--- src/rtl/intersection_phase_scheduler.sv ---
// intersection_phase_scheduler: demand-driven NS/EW/pedestrian signal phase controller
module intersection_phase_scheduler #(
  parameter int MIN_G  = 4,
  parameter int MAX_G  = 10,
  parameter int Y_T    = 2,
  parameter int AR_T   = 1,
  parameter int WALK_T = 3
) (
  input  logic       clk,
  input  logic       rst_n,
  input  logic       tick,
  input  logic       ns_req,
  input  logic       ew_req,
  input  logic       ped_btn,
  output logic       ns_g,
  output logic       ns_y,
  output logic       ns_r,
  output logic       ew_g,
  output logic       ew_y,
  output logic       ew_r,
  output logic       walk,
  output logic       ped_pend,
  output logic [2:0] phase
);
  typedef enum logic [2:0] {
    S_ALL_R    = 3'd0,
    S_NS_G     = 3'd1,
    S_NS_Y     = 3'd2,
    S_EW_G     = 3'd3,
    S_EW_Y     = 3'd4,
    S_WALK     = 3'd5,
    S_WALK_CLR = 3'd6
  } state_t;
  localparam logic [8:0] MIN_N    = 9'(MIN_G);
  localparam logic [8:0] MAX_N    = 9'(MAX_G);
  localparam logic [7:0] Y_END    = 8'(Y_T - 1);
  localparam logic [7:0] AR_END   = 8'(AR_T - 1);
  localparam logic [7:0] WALK_END = 8'(WALK_T - 1);
  state_t     state_q, state_d, pick;
  logic [7:0] cnt_q, cnt_d, n_sat;
  logic [8:0] n;
  logic       last_ns_q, last_ns_d, ped_pend_q, ped_pend_d;
  logic       opp_req, last_req, own, conf, is_ns;
  // State, timer, last-served direction and pedestrian latch registers
  always_ff @(posedge clk) begin
    if (!rst_n) begin
      state_q    <= S_ALL_R;
      cnt_q      <= 8'd0;
      last_ns_q  <= 1'b0;
      ped_pend_q <= 1'b0;
    end else begin
      state_q    <= state_d;
      cnt_q      <= cnt_d;
      last_ns_q  <= last_ns_d;
      ped_pend_q <= ped_pend_d;
    end
  end
  // Next-state: green arbitration, timed phases and clearance-time direction choice
  always_comb begin
    n          = {1'b0, cnt_q} + 9'd1;
    n_sat      = n[8] ? 8'hff : n[7:0];
    opp_req    = last_ns_q ? ew_req : ns_req;
    last_req   = last_ns_q ? ns_req : ew_req;
    pick       = (!opp_req && last_req) ? (last_ns_q ? S_NS_G : S_EW_G)
                                        : (last_ns_q ? S_EW_G : S_NS_G);
    is_ns      = state_q == S_NS_G;
    own        = is_ns ? ns_req : ew_req;
    conf       = (is_ns ? ew_req : ns_req) | ped_pend_q;
    state_d    = state_q;
    cnt_d      = cnt_q;
    last_ns_d  = last_ns_q;
    case (state_q)
      S_ALL_R, S_WALK_CLR: if (tick) begin
        if (cnt_q == AR_END) begin
          state_d = (state_q == S_ALL_R && (ped_pend_q || ped_btn)) ? S_WALK : pick;
          cnt_d   = 8'd0;
        end else cnt_d = cnt_q + 8'd1;
      end
      S_NS_G, S_EW_G: if (tick) begin
        if (n >= MIN_N && conf && (!own || n >= MAX_N)) begin
          state_d = is_ns ? S_NS_Y : S_EW_Y;
          cnt_d   = 8'd0;
        end else cnt_d = n_sat;
      end
      S_NS_Y, S_EW_Y: if (tick) begin
        if (cnt_q == Y_END) begin
          state_d   = S_ALL_R;
          cnt_d     = 8'd0;
          last_ns_d = state_q == S_NS_Y;
        end else cnt_d = cnt_q + 8'd1;
      end
      S_WALK: if (tick) begin
        if (cnt_q == WALK_END) begin
          state_d = S_WALK_CLR;
          cnt_d   = 8'd0;
        end else cnt_d = cnt_q + 8'd1;
      end
      default: begin
        state_d = S_ALL_R;
        cnt_d   = 8'd0;
      end
    endcase
    ped_pend_d = (state_d == S_WALK) ? 1'b0 : (ped_pend_q | (ped_btn && state_q != S_WALK));
  end
  assign ns_g     = state_q == S_NS_G;
  assign ns_y     = state_q == S_NS_Y;
  assign ns_r     = !(ns_g || ns_y);
  assign ew_g     = state_q == S_EW_G;
  assign ew_y     = state_q == S_EW_Y;
  assign ew_r     = !(ew_g || ew_y);
  assign walk     = state_q == S_WALK;
  assign ped_pend = ped_pend_q;
  assign phase    = state_q;
endmodule

--- config.mk ---
export PLATFORM = sky130hd
export DESIGN_NAME = intersection_phase_scheduler
export DESIGN_NICKNAME = d
export VERILOG_FILES = /design/src/rtl/intersection_phase_scheduler.sv
export SDC_FILE = /design/constraint.sdc
export NUM_CORES = 1
export LEC_CHECK = 0
export BUFFER_PORTS_ARGS = -buffer_cell sky130_fd_sc_hd__buf_2
export CORE_MARGIN = 2
export CORE_UTILIZATION = 61
export DETAILED_ROUTE_END_ITERATION = 6
export HOLD_SLACK_MARGIN = 0.05
export PLACE_DENSITY = 0.84
export SLEW_MARGIN = 5
export SYNTH_ARGS = -nofsm -noshare
export SYNTH_HDL_FRONTEND = slang
export SYNTH_SLANG_ARGS = --single-unit
--- constraint.sdc ---
create_clock -name clk -period 7.1 [get_ports clk]
set_clock_uncertainty 0.2 [all_clocks]
set_input_delay 0.71 -clock clk [delete_from_list [all_inputs] [get_ports clk]]
set_output_delay 0.71 -clock clk [all_outputs]
set_load 0.01 [all_outputs]
# After elaboration in Yosys (flattened, before gate mapping)
# Index checks and enable logic that the tools add are counted.
dict set report totals {
  register_bits 13
  inputBits 6
  out_inout_bits 11
  elab_cells 74
}
dict set report classes {
  addsub 2
  n_lt_le_gt_ge 2
  eq_ne 14
  muxes 28
  n_bitwise 3
  n_reduce_logical 21
}
# op count
set ops {}
lappend ops {{2-to-1 mux 8 bit} 9}
lappend ops {{case mux 8 bit (4 select lines)} 1}
lappend ops {{2-to-1 mux 3 bit} 10}
lappend ops {{== test 3 bit, second input constant} 4}
lappend ops {{case mux 3 bit (4 select lines)} 1}
lappend ops {{adder 8 x 1 -> 9 bit, second input constant} 1}
lappend ops {{greater-or-equal comparator 9 x 3 -> 1 bit, second input constant} 1}
lappend ops {{greater-or-equal comparator 9 x 4 -> 1 bit, second input constant} 1}
lappend ops {{adder 8 x 1 -> 8 bit, second input constant} 1}
lappend ops {{== test 8 x 1 -> 1 bit, second input constant} 1}
lappend ops {{== test 8 x 2 -> 1 bit, second input constant} 1}
lappend ops {{zero test 8 bit} 1}
lappend ops {{!= test 2 bit, second input constant} 4}
lappend ops {{OR reduction 2 bit} 4}
lappend ops {{== test 3 x 2 -> 1 bit, second input constant} 2}
lappend ops {{2-to-1 mux 2 bit} 3}
lappend ops {{logical AND 1 bit} 5}
lappend ops {{zero test 1 bit} 4}
lappend ops {{logical OR 1 bit} 4}
lappend ops {{2-to-1 mux 1 bit} 4}
lappend ops {{AND reduction 4 bit} 1}
lappend ops {{== test 3 x 1 -> 1 bit, second input constant} 1}
lappend ops {{zero test 3 bit} 1}
lappend ops {{!= test 3 bit, second input constant} 1}
lappend ops {{other kinds (3)} 4}

# Depth between registers and ports, before layout
dict set report depth {
  ltp_word 10
  depth_mapped 8
  mapped_depth_nobuf 8
}

# Worst setup path before layout
# OpenSTA, ideal clock, no wires.
dict set report synth_timing {
  path_kind {input-to-reg}
  startpoint {input ns_req}
  endpoint {register cnt_q[1]}
  setup_ns 0.122
  arrival_time_ns 2.090
  required_time_ns 6.778
  setup_slack_ns 4.687
  stages 6
  path_buffers 0
  path_cell_list {mux2_4 a211oi_2 nor4_2 a211oi_4 nand2_2 a311o_1}
}
dict set report synth_via {
  elab_chain_cells 7
  elab_cells_between_ends 10
  classes_between {5 x mux; 1 x bitwise; 4 x reduce/logical}
}
# item line
set synth_rtl {}
lappend synth_rtl {{from (decl)} 12} ;# input logic ns_req,
lappend synth_rtl {{2-to-1 mux 1 bit, on equally long branches} {68, 67}}
lappend synth_rtl {{OR 1 bit / zero test 1 bit (equally long branches)} {68, 80}}
lappend synth_rtl {{logical AND 1 bit / logical OR 1 bit (equally long branches)} 80} ;# if (n >= MIN_N && conf && (!own || n >= MAX_N)) begin
lappend synth_rtl {{logical AND 1 bit (*)} 80}
lappend synth_rtl {{2-to-1 mux 8 bit (*)} 80}
lappend synth_rtl {{2-to-1 mux 8 bit (*)} 79} ;# S_NS_G, S_EW_G: if (tick) begin
lappend synth_rtl {{case mux 8 bit (4 select lines) (*)} 72} ;# case (state_q)
lappend synth_rtl {{to (signal assigned)} 53} ;# cnt_q <= cnt_d;
lappend synth_rtl {{to (decl)} 40} ;# logic [7:0] cnt_q, cnt_d, n_sat;
# Every way passes the cells marked *; elsewhere a longest branch is shown, timed or not. The select of a mux whose other input is x is not followed.
# A chain may end at the register's enable or synchronous reset.

# Worst setup path in the final report
dict set report layout_timing {
  startpoint {register cnt_q[0]}
  endpoint {register cnt_q[0]}
}
dict set report layout_via {
  elab_chain_cells 7
  elab_cells_between_ends 20
  classes_between {2 x add/sub; 2 x order compare; 2 x eq/ne; 10 x mux; 4 x reduce/logical}
}
# item line
set layout_rtl {}
lappend layout_rtl {{adder 8 x 1 -> 9 bit} 60} ;# n = {1'b0, cnt_q} + 9'd1;
lappend layout_rtl {{greater-or-equal comparator 9 x 3 -> 1 bit / greater-or-equal comparator 9 x 4 -> 1 bit (equally long branches)} 80}
lappend layout_rtl {{logical AND 1 bit / logical OR 1 bit (equally long branches)} 80}
lappend layout_rtl {{logical AND 1 bit} 80}
lappend layout_rtl {{2-to-1 mux 8 bit} 80}
lappend layout_rtl {{2-to-1 mux 8 bit} 79}
lappend layout_rtl {{case mux 8 bit (4 select lines) (*)} 72}
# Marked as above.

==> reports/qor.yml <==
status:
  status: "finished clean"
finish:
  n_antenna_cell: 0
  nets: 190
  instances_no_fill: 206
  stdcell_area_um2: 1379
  area_growth_pct: 7.828
  utilization_pct: 70.28
  drive_above_1_share_pct: 20.11
logic_synthesis:
  synth_cells: 168
  synth_area_per_cell_um2: 7.611
  synth_edf_count: 0
  ys_seq_elements: 13
  ys_types: 53
  synthArstFlopShare_pct: 0
  syn_nets: 178
  synth_ff_type: "dfxtp_1"
  ys_seq_area_share_pct: 20.35
  yosysWarnings: 0
  syn-cell-area_um2: 1279
cts:
  cts.path.max_buffers: 2
  clkTransAtPathRegs_ps: 80
  cts_tree: "built"
  ctsHoldBuffers: 0
  root_buffer: "clkbuf_4"
  h-tree-depth: 1
  numCtsBuffers: 3
  clk_latency_ps: 280
  ctsResizeCount: 0
  numClockSinks: 13
  postCtsSetupBuffers: 0
detailed_routing:
  vias: 1306
  drcViolationCount: 0
  drt_pre_antenna_iters: 4
  drtIter0Drc: 54
  avgViaCountPerCell: 6.340
  antenna_left: 0
  wl_per_cell_um: 15.32
  drt-total-wl_um: 3155
sta:
  tightest_slew_ps: 614.1
  finalCritPeriodShare_pct: 37.47
  whs_ps: 269.2
  tns_ps: 0
  hold_violations: 0
  final.min_clock_period_ps: 2661
  setup_viol: 0
  max_freq_ghz: 0.3758
  drv_slew: 0
  setup_slack_ps: 4439
  max_slew_margin_pct: 58.96
  rsz0062_at_grt: "no"
worst_setup_path:
  worstSetupStartpointType: "flop"
  crit_cells: 7
  worstSetupPathType: "reg -> reg"
  critPathTopFamily: "simple AND/OR/NAND/NOR gates"
  cp-end-kind: "flop"
  max_stage_delay_ps: 500
  arrival_ps: 2690
  path_buf_inv: 0
  cpMaxStageDelayCell: "dfxtp_1"
  worstReg2RegStart: "cnt_q[0]"
  critPathMaxFanout: 10
  crit_start: "cnt_q[0]"
  path_cells: "ha_1 > and3_1 > a21oi_2 > nor4_2 > a211oi_4 > nor3_4 > a221o_1"
  r2r_cells: 7
  worstPathRequired_ps: 7130
worst_hold_path:
  worst_hold_path_type: "reg -> reg"
  hold_start: "last_ns_q"
  hold_depth: 2
placed_design:
  gp_congestion: 0.8704
  dp_hpwl_um: 2330
  io_buffers: 16
  post-place-cells: 202
  placed_area_um2: 1351
  place_ws_ps: 4381
power_and_ir_drop:
  power_switching_mw: 0.1363
  pwr-share-comb_pct: 49.1
  peakVddDrop_v: 0.0001400
  clockPowerShare_pct: 15.9
  p_per_area_nw_per_um2: 216.0
  swShare_pct: 45.76
  power.internal_mw: 0.1615
  finalPower_mw: 0.2978
  p_leak_nw: 0.5697
  p_seq_share_pct: 35.0
grt:
  antenna_found_initial: 0
  grt_use_total_pct: 27.42
  grt_pass1_wl_um: 5347
  grt_pass1_vias: 1232
  grt_max_degree: 18
  overflow: 0
floorplan:
  fp-row-count: 16
  chipHeight_um: 49.79
  fp.coreArea_um2: 1962
  num_io_pins: 17
  die_w_um: 49.79
  die-area_um2: 2479
  initial_utilization_pct: 65.18
run:
  maxCapViolations: 0
## worst reg2reg max path, stage by stage (launching register included)
cell and delay, ps:
dfxtp_1 500, ha_1 380, and3_1 330, a21oi_2 130, nor4_2 390, a211oi_4 140
nor3_4 380, a221o_1 170
## cell type report
class / instances / area [um2]
clock buffers: 3 / 22.52
repair buffers: 16 / 80.08
flip-flops and latches: 13 / 260.3
fillers: 181 / 583.1
well taps: 27 / 33.78
clock inverters: 1 / 5.005
inverters: 8 / 30.03
multi-input cells: 138 / 947.2
## cells in the mapped netlist (2+ instances only)
| library cell | instances | share of area [%] |
|---|---|---|
| a2111oi_0 | 2 | 1.4 |
| a211o_1 | 5 | 3.4 |
| a211oi_1 | 2 | 1.2 |
| a21boi_0 | 3 | 1.8 |
| a21oi_1 | 6 | 2.3 |
| a221oi_1 | 2 | 1.4 |
| a22oi_1 | 3 | 1.8 |
| a31oi_1 | 3 | 1.5 |
| and3_1 | 4 | 2.0 |
| buf_2 | 6 | 2.3 |
| clkbuf_1 | 3 | 0.88 |
| dfxtp_1 | 13 | 20 |
| ha_1 | 4 | 3.9 |
| inv_1 | 8 | 2.3 |
| mux2_2 | 2 | 1.8 |
| nand2_1 | 13 | 3.8 |
| nand2b_1 | 3 | 1.5 |
| nand3_1 | 10 | 3.9 |
| nand3b_1 | 2 | 1.2 |
| nand4_1 | 4 | 2.0 |
| nor2_1 | 13 | 3.8 |
| nor2b_1 | 8 | 3.9 |
| nor3_1 | 3 | 1.2 |
| nor3_2 | 3 | 2.3 |
| o211ai_1 | 2 | 1.2 |
| o21ai_0 | 11 | 4.3 |
| or3_1 | 4 | 2.0 |
## flip-flops by register name, summed over array words and instances (netlist names)
name       cells
last_ns_q      1
phase          3
cnt_q          8
ped_pend       1
## cell usage in the layout, fill, tap and decap left out, types with 2 or more instances in the layout
master,instances
clkbuf_4,3
o211ai_1,2
o21ai_0,11
a21boi_0,3
nand3b_1,2
nor2_1,13
and3_1,4
nand2b_1,3
a21oi_1,6
inv_1,8
a211oi_1,2
nor3_1,3
a22oi_1,3
dfxtp_1,13
or3_1,4
ha_1,4
a31oi_1,3
mux2_2,2
nand3_1,10
nand2_1,13
buf_2,16
a221oi_1,2
a2111oi_0,2
nand4_1,4
nor2b_1,8
nor3_2,3
a211o_1,5
## routing by layer
layer | up-vias | part of all wire [%] | global-route usage, %
met5 | - | 0 | 0
met4 | 0 | 1.0 | 10.19
met3 | 6 | 5.0 | 4.545
met2 | 43 | 50 | 47.78
met1 | 603 | 44 | 33.58
li1 | 654 | - | -
## power by group through the flow
stage	registers [mW]	clock network, mW	logic, mW
after detailed placement	0.106	0	0.145
final	0.104	0.0473	0.146
after global routing	0.108	0.0509	0.160
after floorplan	0.0954	0	0.114
after CTS	0.104	0.0489	0.145
after global placement	0.105	0	0.139
## logic make-up after synthesis
family                     count (synthesis)  share of synthesized area (%)
and+or+nand+nor                           77                          34.74
AOI/OAI and AO/OA                         52                          30.92
buffers and inverters                     17                          5.577
DFF                                       13                          20.35
adders and majority gates                  5                          4.697
muxes                                      4                          3.718
## final timing paths
| check | endpoint | slack, ps |
|---|---|---|
| setup / recovery | cnt_q[0] | 4440 |
| hold reg to reg | last_ns_q | 270 |
| setup reg to reg | cnt_q[0] | 4440 |
| hold / removal | last_ns_q | 270 |
Note: power is estimated with default switching activity, not from simulation.
